## src/rtl/register_ram_pkg.sv

```systemverilog
// Shared constants and types for the register RAM sequencer/arbiter.
package register_ram_pkg;

  localparam int unsigned ADDR_W_DEF = 8;
  localparam int unsigned DATA_W_DEF = 8;

  // Sequencer states: fill the RAM, then arbitrate.
  typedef enum logic {
    ST_INIT = 1'b0,
    ST_RUN  = 1'b1
  } state_t;

  // Requester ids, also the bit positions in the req/gnt vectors.
  localparam int unsigned REQ_A = 0;
  localparam int unsigned REQ_B = 1;

endpackage

```

## src/rtl/rr_arbiter2.sv

```systemverilog
// Two-way round-robin arbiter with a combinational one-hot grant.
module rr_arbiter2
  import register_ram_pkg::*;
(
  input  logic       clock,
  input  logic       reset_n,
  input  logic [1:0] req,
  input  logic       enable,
  output logic [1:0] gnt
);

  // High when B received the most recent grant; reset value prefers A.
  logic r_last_b;

  // Grant the sole requester, or the one not granted last under contention.
  always_comb begin
    gnt = '0;
    if (enable) begin
      case (req)
        2'b01:   gnt[REQ_A] = 1'b1;
        2'b10:   gnt[REQ_B] = 1'b1;
        2'b11: begin
          if (r_last_b) gnt[REQ_A] = 1'b1;
          else          gnt[REQ_B] = 1'b1;
        end
        default: gnt = '0;
      endcase
    end
  end

  // Pointer moves only when a grant is actually issued.
  always_ff @(posedge clock or negedge reset_n) begin
    if (!reset_n)         r_last_b <= 1'b1;
    else if (gnt[REQ_B])  r_last_b <= 1'b1;
    else if (gnt[REQ_A])  r_last_b <= 1'b0;
  end

endmodule

```

## src/rtl/register_ram_arbiter.sv

```systemverilog
// Fill sequencer and two-port round-robin front end for the register RAM.
module register_ram_arbiter
  import register_ram_pkg::*;
#(
  parameter int unsigned       ADDR_W     = ADDR_W_DEF,
  parameter int unsigned       DATA_W     = DATA_W_DEF,
  parameter logic [DATA_W-1:0] INIT_VALUE = '1
) (
  input  logic              clock,
  input  logic              reset_n,
  input  logic              init_start,
  output logic              init_busy,
  input  logic              a_req,
  input  logic              a_we,
  input  logic [ADDR_W-1:0] a_addr,
  input  logic [DATA_W-1:0] a_wdata,
  output logic              a_gnt,
  output logic              a_rvalid,
  output logic [DATA_W-1:0] a_rdata,
  input  logic              b_req,
  input  logic              b_we,
  input  logic [ADDR_W-1:0] b_addr,
  input  logic [DATA_W-1:0] b_wdata,
  output logic              b_gnt,
  output logic              b_rvalid,
  output logic [DATA_W-1:0] b_rdata,
  output logic              ram_write_en,
  output logic [ADDR_W-1:0] ram_address,
  output logic [DATA_W-1:0] ram_data_in,
  input  logic [DATA_W-1:0] ram_data_out
);

  state_t            r_state;
  logic [ADDR_W-1:0] r_cnt;
  logic [ADDR_W-1:0] r_hold_addr;
  logic [DATA_W-1:0] r_hold_data;
  logic              r_a_rvalid;
  logic              r_b_rvalid;
  logic [1:0]        w_gnt;
  logic              w_arb_en;

  // No grant in INIT, nor in the RUN cycle that requests a refill.
  assign w_arb_en = (r_state == ST_RUN) && !init_start;

  rr_arbiter2 u_arb (
    .clock   (clock),
    .reset_n (reset_n),
    .req     ({b_req, a_req}),
    .enable  (w_arb_en),
    .gnt     (w_gnt)
  );

  assign a_gnt     = w_gnt[REQ_A];
  assign b_gnt     = w_gnt[REQ_B];
  assign init_busy = (r_state == ST_INIT);
  assign a_rvalid  = r_a_rvalid;
  assign b_rvalid  = r_b_rvalid;
  assign a_rdata   = r_a_rvalid ? ram_data_out : '0;
  assign b_rdata   = r_b_rvalid ? ram_data_out : '0;

  // Sequencer: count through every address in INIT, wrap to 0 on entering RUN.
  always_ff @(posedge clock or negedge reset_n) begin
    if (!reset_n) begin
      r_state <= ST_INIT;
      r_cnt   <= '0;
    end else begin
      case (r_state)
        ST_INIT: begin
          r_cnt <= r_cnt + 1'b1;
          if (r_cnt == '1) r_state <= ST_RUN;
        end
        ST_RUN: begin
          if (init_start) begin
            r_state <= ST_INIT;
            r_cnt   <= '0;
          end
        end
        default: begin
          r_state <= ST_INIT;
          r_cnt   <= '0;
        end
      endcase
    end
  end

  // Remember the last granted address/data so the RAM bus is quiet when idle.
  always_ff @(posedge clock or negedge reset_n) begin
    if (!reset_n) begin
      r_hold_addr <= '0;
      r_hold_data <= '0;
    end else if (w_gnt[REQ_A]) begin
      r_hold_addr <= a_addr;
      r_hold_data <= a_wdata;
    end else if (w_gnt[REQ_B]) begin
      r_hold_addr <= b_addr;
      r_hold_data <= b_wdata;
    end
  end

  // Read return flags: one cycle after an accepted read on that port.
  always_ff @(posedge clock or negedge reset_n) begin
    if (!reset_n) begin
      r_a_rvalid <= 1'b0;
      r_b_rvalid <= 1'b0;
    end else begin
      r_a_rvalid <= w_gnt[REQ_A] & ~a_we;
      r_b_rvalid <= w_gnt[REQ_B] & ~b_we;
    end
  end

  // RAM port mux: fill pattern in INIT, granted requester in RUN, else hold.
  always_comb begin
    ram_write_en = 1'b0;
    ram_address  = r_hold_addr;
    ram_data_in  = r_hold_data;
    if (r_state == ST_INIT) begin
      ram_write_en = 1'b1;
      ram_address  = r_cnt;
      ram_data_in  = INIT_VALUE;
    end else if (w_gnt[REQ_A]) begin
      ram_write_en = a_we;
      ram_address  = a_addr;
      ram_data_in  = a_wdata;
    end else if (w_gnt[REQ_B]) begin
      ram_write_en = b_we;
      ram_address  = b_addr;
      ram_data_in  = b_wdata;
    end
  end

endmodule

```

## config.mk

```make
export PLATFORM = sky130hd
export DESIGN_NAME = register_ram_arbiter
export DESIGN_NICKNAME = d
export VERILOG_FILES = /design/src/rtl/register_ram_pkg.sv /design/src/rtl/rr_arbiter2.sv /design/src/rtl/register_ram_arbiter.sv
export SDC_FILE = /design/constraint.sdc
export NUM_CORES = 1
export LEC_CHECK = 0
export ABC_AREA = 1
export BUFFER_PORTS_ARGS = -buffer_cell sky130_fd_sc_hd__buf_2
export CAP_MARGIN = 25
export CELL_PAD_IN_SITES_DETAIL_PLACEMENT = 1
export CELL_PAD_IN_SITES_GLOBAL_PLACEMENT = 2
export CORE_UTILIZATION = 24
export DETAILED_ROUTE_END_ITERATION = 10
export HOLD_SLACK_MARGIN = 0.08
export PLACE_DENSITY = 0.88
export RECOVER_POWER = 100
export SLEW_MARGIN = 20
export SYNTH_ARGS = -nofsm -noshare
export SYNTH_HDL_FRONTEND = slang
export SYNTH_SLANG_ARGS = --single-unit
```

## constraint.sdc

```tcl
create_clock -name clock -period 1.9 [get_ports clock]
set_clock_uncertainty 0.2 [all_clocks]
set_input_delay 0.095 -clock clock [delete_from_list [all_inputs] [get_ports clock]]
set_output_delay 0.095 -clock clock [all_outputs]
set_load 0.01 [all_outputs]
```

### Word-level counts from Yosys, hierarchy flattened

Index checks and enable logic that the tools add are counted.

| word-level totals | value |
|---|---|
| output and inout port bits | 38 |
| bits of input ports | 47 |
| latch bits | 0 |
| register bits | 28 |
| memory bits (read-only) | 0 |
| logic and storage cells | 44 |
| memories kept | 0 |
| RAM bits | 0 |

| cells by class | value |
|---|---|
| shifts and indexed selects | 0 |
| div/mod/pow operators | 0 |
| bitwise gates (word level) | 5 |
| reduce and logical (&&, ||, !) cells | 3 |
| add/sub/neg operators | 1 |
| multiply operators | 0 |
| order comparisons | 0 |
| equality and inequality tests | 5 |
| muxes and demuxes | 23 |

Operator list:

| kind | count |
|---|---|
| $mux W8 | 9 |
| $pmux W8 S2 | 1 |
| $mux W1 | 9 |
| $add A8 B1 Y8 const B | 1 |
| $eq A8 B8 Y1 const B | 1 |
| $pmux W1 S2 | 3 |
| $eq A2 B2 Y1 const B | 2 |
| $not A1 Y1 | 3 |
| $and A1 B1 Y1 | 2 |
| $eq A2 B1 Y1 const B | 1 |
| $mux W2 | 1 |
| $ne A2 B2 Y1 const B | 1 |
| $reduce_bool A2 Y1 | 1 |
| $logic_and A1 B1 Y1 | 1 |
| $logic_not A1 Y1 | 1 |

### Depth between registers and ports, before layout

| depth | value |
|---|---|
| word-level depth | 6 |
| depth in mapped cells | 8 |
| depth with buffers taken out | 7 |

### Cells and area by module

From an unflattened synthesis, not the netlist that was laid out.

| second synthesis, totals | value |
|---|---|
| cells, all modules | 244 |
| area total of the unflattened synthesis | 1,800.5 um2 |

Modules (own cells, without submodules):

| module | cells each | instances | area each (um2) |
|---|---|---|---|
| register_ram_arbiter | 233 | 1 | 1,735.4 |
| rr_arbiter2 | 11 | 1 | 65.1 |

### Worst setup path before layout

No wires, ideal clock.

| path | value |
|---|---|
| path type | register to output |
| start point | register u_arb.r_last_b |
| end point | output ram_write_en |
| stages on the path, launching flop included | 8 |
| arrival | 1.309 ns |
| slack | 0.296 ns |
| data required time | 1.605 ns |
| cell sequence | dfstp_2 inv_1 nand2_1 nand3_4 buf_6 inv_1 a21oi_1 o21ai_0 |

RTL lines:

| element | RTL line | RTL |
|---|---|---|
| start, declared | rr_arbiter2.sv:13 | `logic r_last_b;` |
| start signal, assigned | rr_arbiter2.sv:33 | `if (!reset_n) r_last_b <= 1'b1;` |
| start signal, assigned | rr_arbiter2.sv:34 | `else if (gnt[REQ_B]) r_last_b <= 1'b1;` |
| start signal, assigned | rr_arbiter2.sv:35 | `else if (gnt[REQ_A]) r_last_b <= 1'b0;` |
| $mux W1 | rr_arbiter2.sv:23 | `if (r_last_b) gnt[REQ_A] = 1'b1;` |
| $pmux W1 S2 | rr_arbiter2.sv:19 | `case (req)` |
| $mux W2 | rr_arbiter2.sv:18 | `if (enable) begin` |
| net a_gnt | register_ram_arbiter.sv:17 | `output logic a_gnt,` |
| $mux W1 | register_ram_arbiter.sv:120 | `end else if (w_gnt[REQ_A]) begin` |
| $mux W1 | register_ram_arbiter.sv:116 | `if (r_state == ST_INIT) begin` |
| end, declared | register_ram_arbiter.sv:27 | `output logic ram_write_en,` |

The timed path passes the listed nets, and every way through them passes these cells.

### Final worst setup path

| path | value |
|---|---|
| start point | register r_state |
| end point | output ram_address[4] |

| on the way | value |
|---|---|
| longest elaborated chain between the ends | 5 |

RTL lines:

| element | RTL line | RTL |
|---|---|---|
| start, declared | register_ram_arbiter.sv:33 | `state_t r_state;` |
| start signal, assigned | register_ram_arbiter.sv:64 | `r_state <= ST_INIT;` |
| start signal, assigned | register_ram_arbiter.sv:70 | `if (r_cnt == '1) r_state <= ST_RUN;` |
| start signal, assigned | register_ram_arbiter.sv:74 | `r_state <= ST_INIT;` |
| $logic_and A1 B1 Y1 | register_ram_arbiter.sv:43 | `assign w_arb_en = (r_state == ST_RUN) && !init_start;` |
| $mux W2 | rr_arbiter2.sv:18 |  |
| $mux W8 | -- |  |
| $mux W8 | register_ram_arbiter.sv:120 |  |
| $mux W8 * | register_ram_arbiter.sv:116 |  |
| end, declared | register_ram_arbiter.sv:28 | `output logic [ADDR_W-1:0] ram_address,` |

Mark *: on every way between the ends. The rest lies on a longest branch, timed or not.

==> metrics.txt <==
via count=2279; final WL=7780 um; Skew-Pair Late Insertion Delay=0.28 ns; failing checks=negative setup slack; period utilization=108%; post-route setup slack=-0.160 ns; H-tree depth=1; DP Cell Count=432; power density cells=652 mW/mm^2; Net Sw Frac=36.9%; met3 WL=327 um; Fmax achieved=0.485 GHz; CP Capture Type=primary output; most frequent cell after synthesis=nand2_1; asr flop ratio synth=100%; HP Start=b_addr[6]; vias in the first global route=2329; synth cell count leaders=nand2_1, inv_1, nand3_1; worst reg2reg endpoint=r_cnt[7]$_DFFE_PN0P_; relative slew slack=50.6%; largest net degree at the start of global routing=29; final instance count without filler cells=493; grt ovf=0; Multi-input gate area=0.00104 mm^2; max-slew violation count=0; Sequential Power Share=42.8%; Yosys top cell area share=37.5%; Yosys top cell by area=dfrtp_1; layout cells sized above 1=35.3%; core box area=0.00725 mm^2; Setup CP Type=reg2out; WL per Instance=15.8 um; # rows=31; highest metal used=met4; clk slew on worst S/H paths=0.11 ns; Cells after Synth=257; post-synth net total=305; hpwl dp=4220 um; total global-route track usage=18.3%; status=finished, violations left; first-pass GRT wire length=10900 um; final setup violation count=17; TritonCTS clock tree=done; initial antenna violation count=0; FF+latch count, synth=28; GPL Wtd Cong=0.743; Pleak=1.72 nW; Die ar.=0.00785 mm^2; Combinational Power Share=38.0%; placed cell area=0.00231 mm^2; Min Hold Slack=0.119 ns; final core occ=42.8%; post-synthesis average cell area=7.01 um^2; hold depth=4; DRT Pass-1 Iters=4; # IOs=85; Critical Path RT=1.60 ns; storage element area=702 um^2; nets=443; Top FF cell, synth=dfrtp_1; Setup TNS=-1.73 ns; reg2reg start=r_state$_DFF_PN0_; I/O Buffers=84; unrepaired setup endpoints after global routing=yes; # Max-Cap Violations=0; Final Hold Violating Endpoints=0; VDD IR max=326 uV; area delta synth->final=72.3%; cts bufs inserted=3; Starting DRT DRC Count=78; number of remaining DRC errors=0; Post-synth EDFFs=0; diodes inserted=0; dpl ws=0.0973 ns; Metal-1 WL=3120 um; R2R Setup Slk=0.10 ns; Endpoint, Worst Hold=r_hold_addr[6]$_DFF_PN0_; Synth cell types=28; worst setup path startpoint=r_state$_DFF_PN0_; CP startpoint kind=register; initial core utilization=24.8%; die height=88.6 um; Worst Path Max Fanout=5; Die Wd=88.6 um; PnR Total Power=2.02 mW; Final ANT Viol Nets=0; Reg2Reg Depth=9; largest buffer count on any clock path=2; Worst Path Arrival=1.77 ns; root buf cell=clkbuf_8; sequential area share after synthesis=39.0%; Int Pwr=1.28 mW; cell area after layout=0.00310 mm^2; synthesis warning total=0; Fillers=923; Period minus WS final=2.06 ns; vias per cell=4.62; Switching Power=747 uW; clock share of power=19.2%; Worst Hold Class=in2reg; most area-consuming cells after synthesis=dfrtp_1, nand2_1, inv_1; routed length on met2=4160 um; synthesized area=0.00180 mm^2; slew at the pin closest to its max-slew limit=0.742 ns; clock sink total=28
-- cells in the final DEF (no fill, tap or decap), drive strengths merged --
cell          instances
buf                  99
o21ai                14
dfstp                 1
a22o                  1
nor2                  9
and2                  8
ha                    1
dfrtp                27
o211ai                8
dlymetal6s4s          1
clkbuf               13
a21oi                 3
nand2                76
xor2                  1
nand3                34
xnor2                 1
inv                  46
a22oi                 1
dlygate4sd3          33
nand4                 9
or2                   8
-- power by group through the flow --
stage	Sequential (mW)	Clock [mW]	Combinational [mW]
detailed placement	0.874	0	0.619
CTS	0.863	0.392	0.730
floorplan	0.838	0	0.396
global route	0.888	0.425	0.861
finish	0.866	0.388	0.768
global placement	0.868	0	0.603
-- metal layers --
layer  global-route usage, %  up-vias
met4                    7.77        0
li1                        -     1087
met2                    34.1       71
met3                    2.61       17
met1                    20.7     1104
met5                       0        -
-- what timing repair did --
action | 4_1_cts | 5_1_grt
resized for setup | 29 | 17
setup endpoints to repair | 17 | 17
gates cloned | 3 | 3
pin swaps | 5 | 8
hold endpoints to repair | 48 | 0
hold buffers | 34 | 0
buffers inserted | 9 | 8
-- cell type report --
class,instances,share of cell area (%)
clock buffer,4,1.77
inverter,46,5.65
sequential,28,22.6
tap,99,3.99
timing repair buffer,142,32.6
multi-input combinational,174,33.4
-- cells by family (layout without fill, tap and decap cells) --
| family | after synthesis | count (layout) | synth area share [%] |
|---|---|---|---|
| adder cells (fa/ha/maj) | 1 | 1 | 0.695 |
| buffers and inverters | 59 | 192 | 13.5 |
| flip-flops | 28 | 28 | 39.0 |
| AO/OA/AOI/OAI | 27 | 27 | 8.96 |
| AND/OR/NAND/NOR | 140 | 144 | 36.9 |
| XOR/XNOR | 2 | 2 | 0.973 |
-- flip-flops by register name, indices dropped and copies added (netlist names) --
register and cells:
u_arb.r_last_b 1, b_rvalid 1, a_rvalid 1, r_cnt 8
r_hold_addr 8, r_state 1, r_hold_data 8
-- critical path, cell delays in order (launching register included) --
cell and delay (ns):
dfrtp_1 0.43, inv_4 0.07, nor2_8 0.13, buf_4 0.14, buf_8 0.10, nand4_1 0.12, nand3_1 0.19, nand3_1 0.09
nand2_1 0.08, buf_2 0.13
-- worst max-delay path by stage --
stage / slack [ns] / cells past startpoint / to
6_report: -0.16 / 9 / ram_address[4]
5_1_grt: -0.25 / 9 / ram_address[4]
4_1_cts: -0.09 / 7 / ram_address[4]
3_5_place_dp: 0.1 / 7 / ram_data_in[5]
3_3_place_gp: 0.1 / 7 / ram_address[1]
2_1_floorplan: 0.30 / 7 / ram_write_en
(Power assumes the default switching activity.)
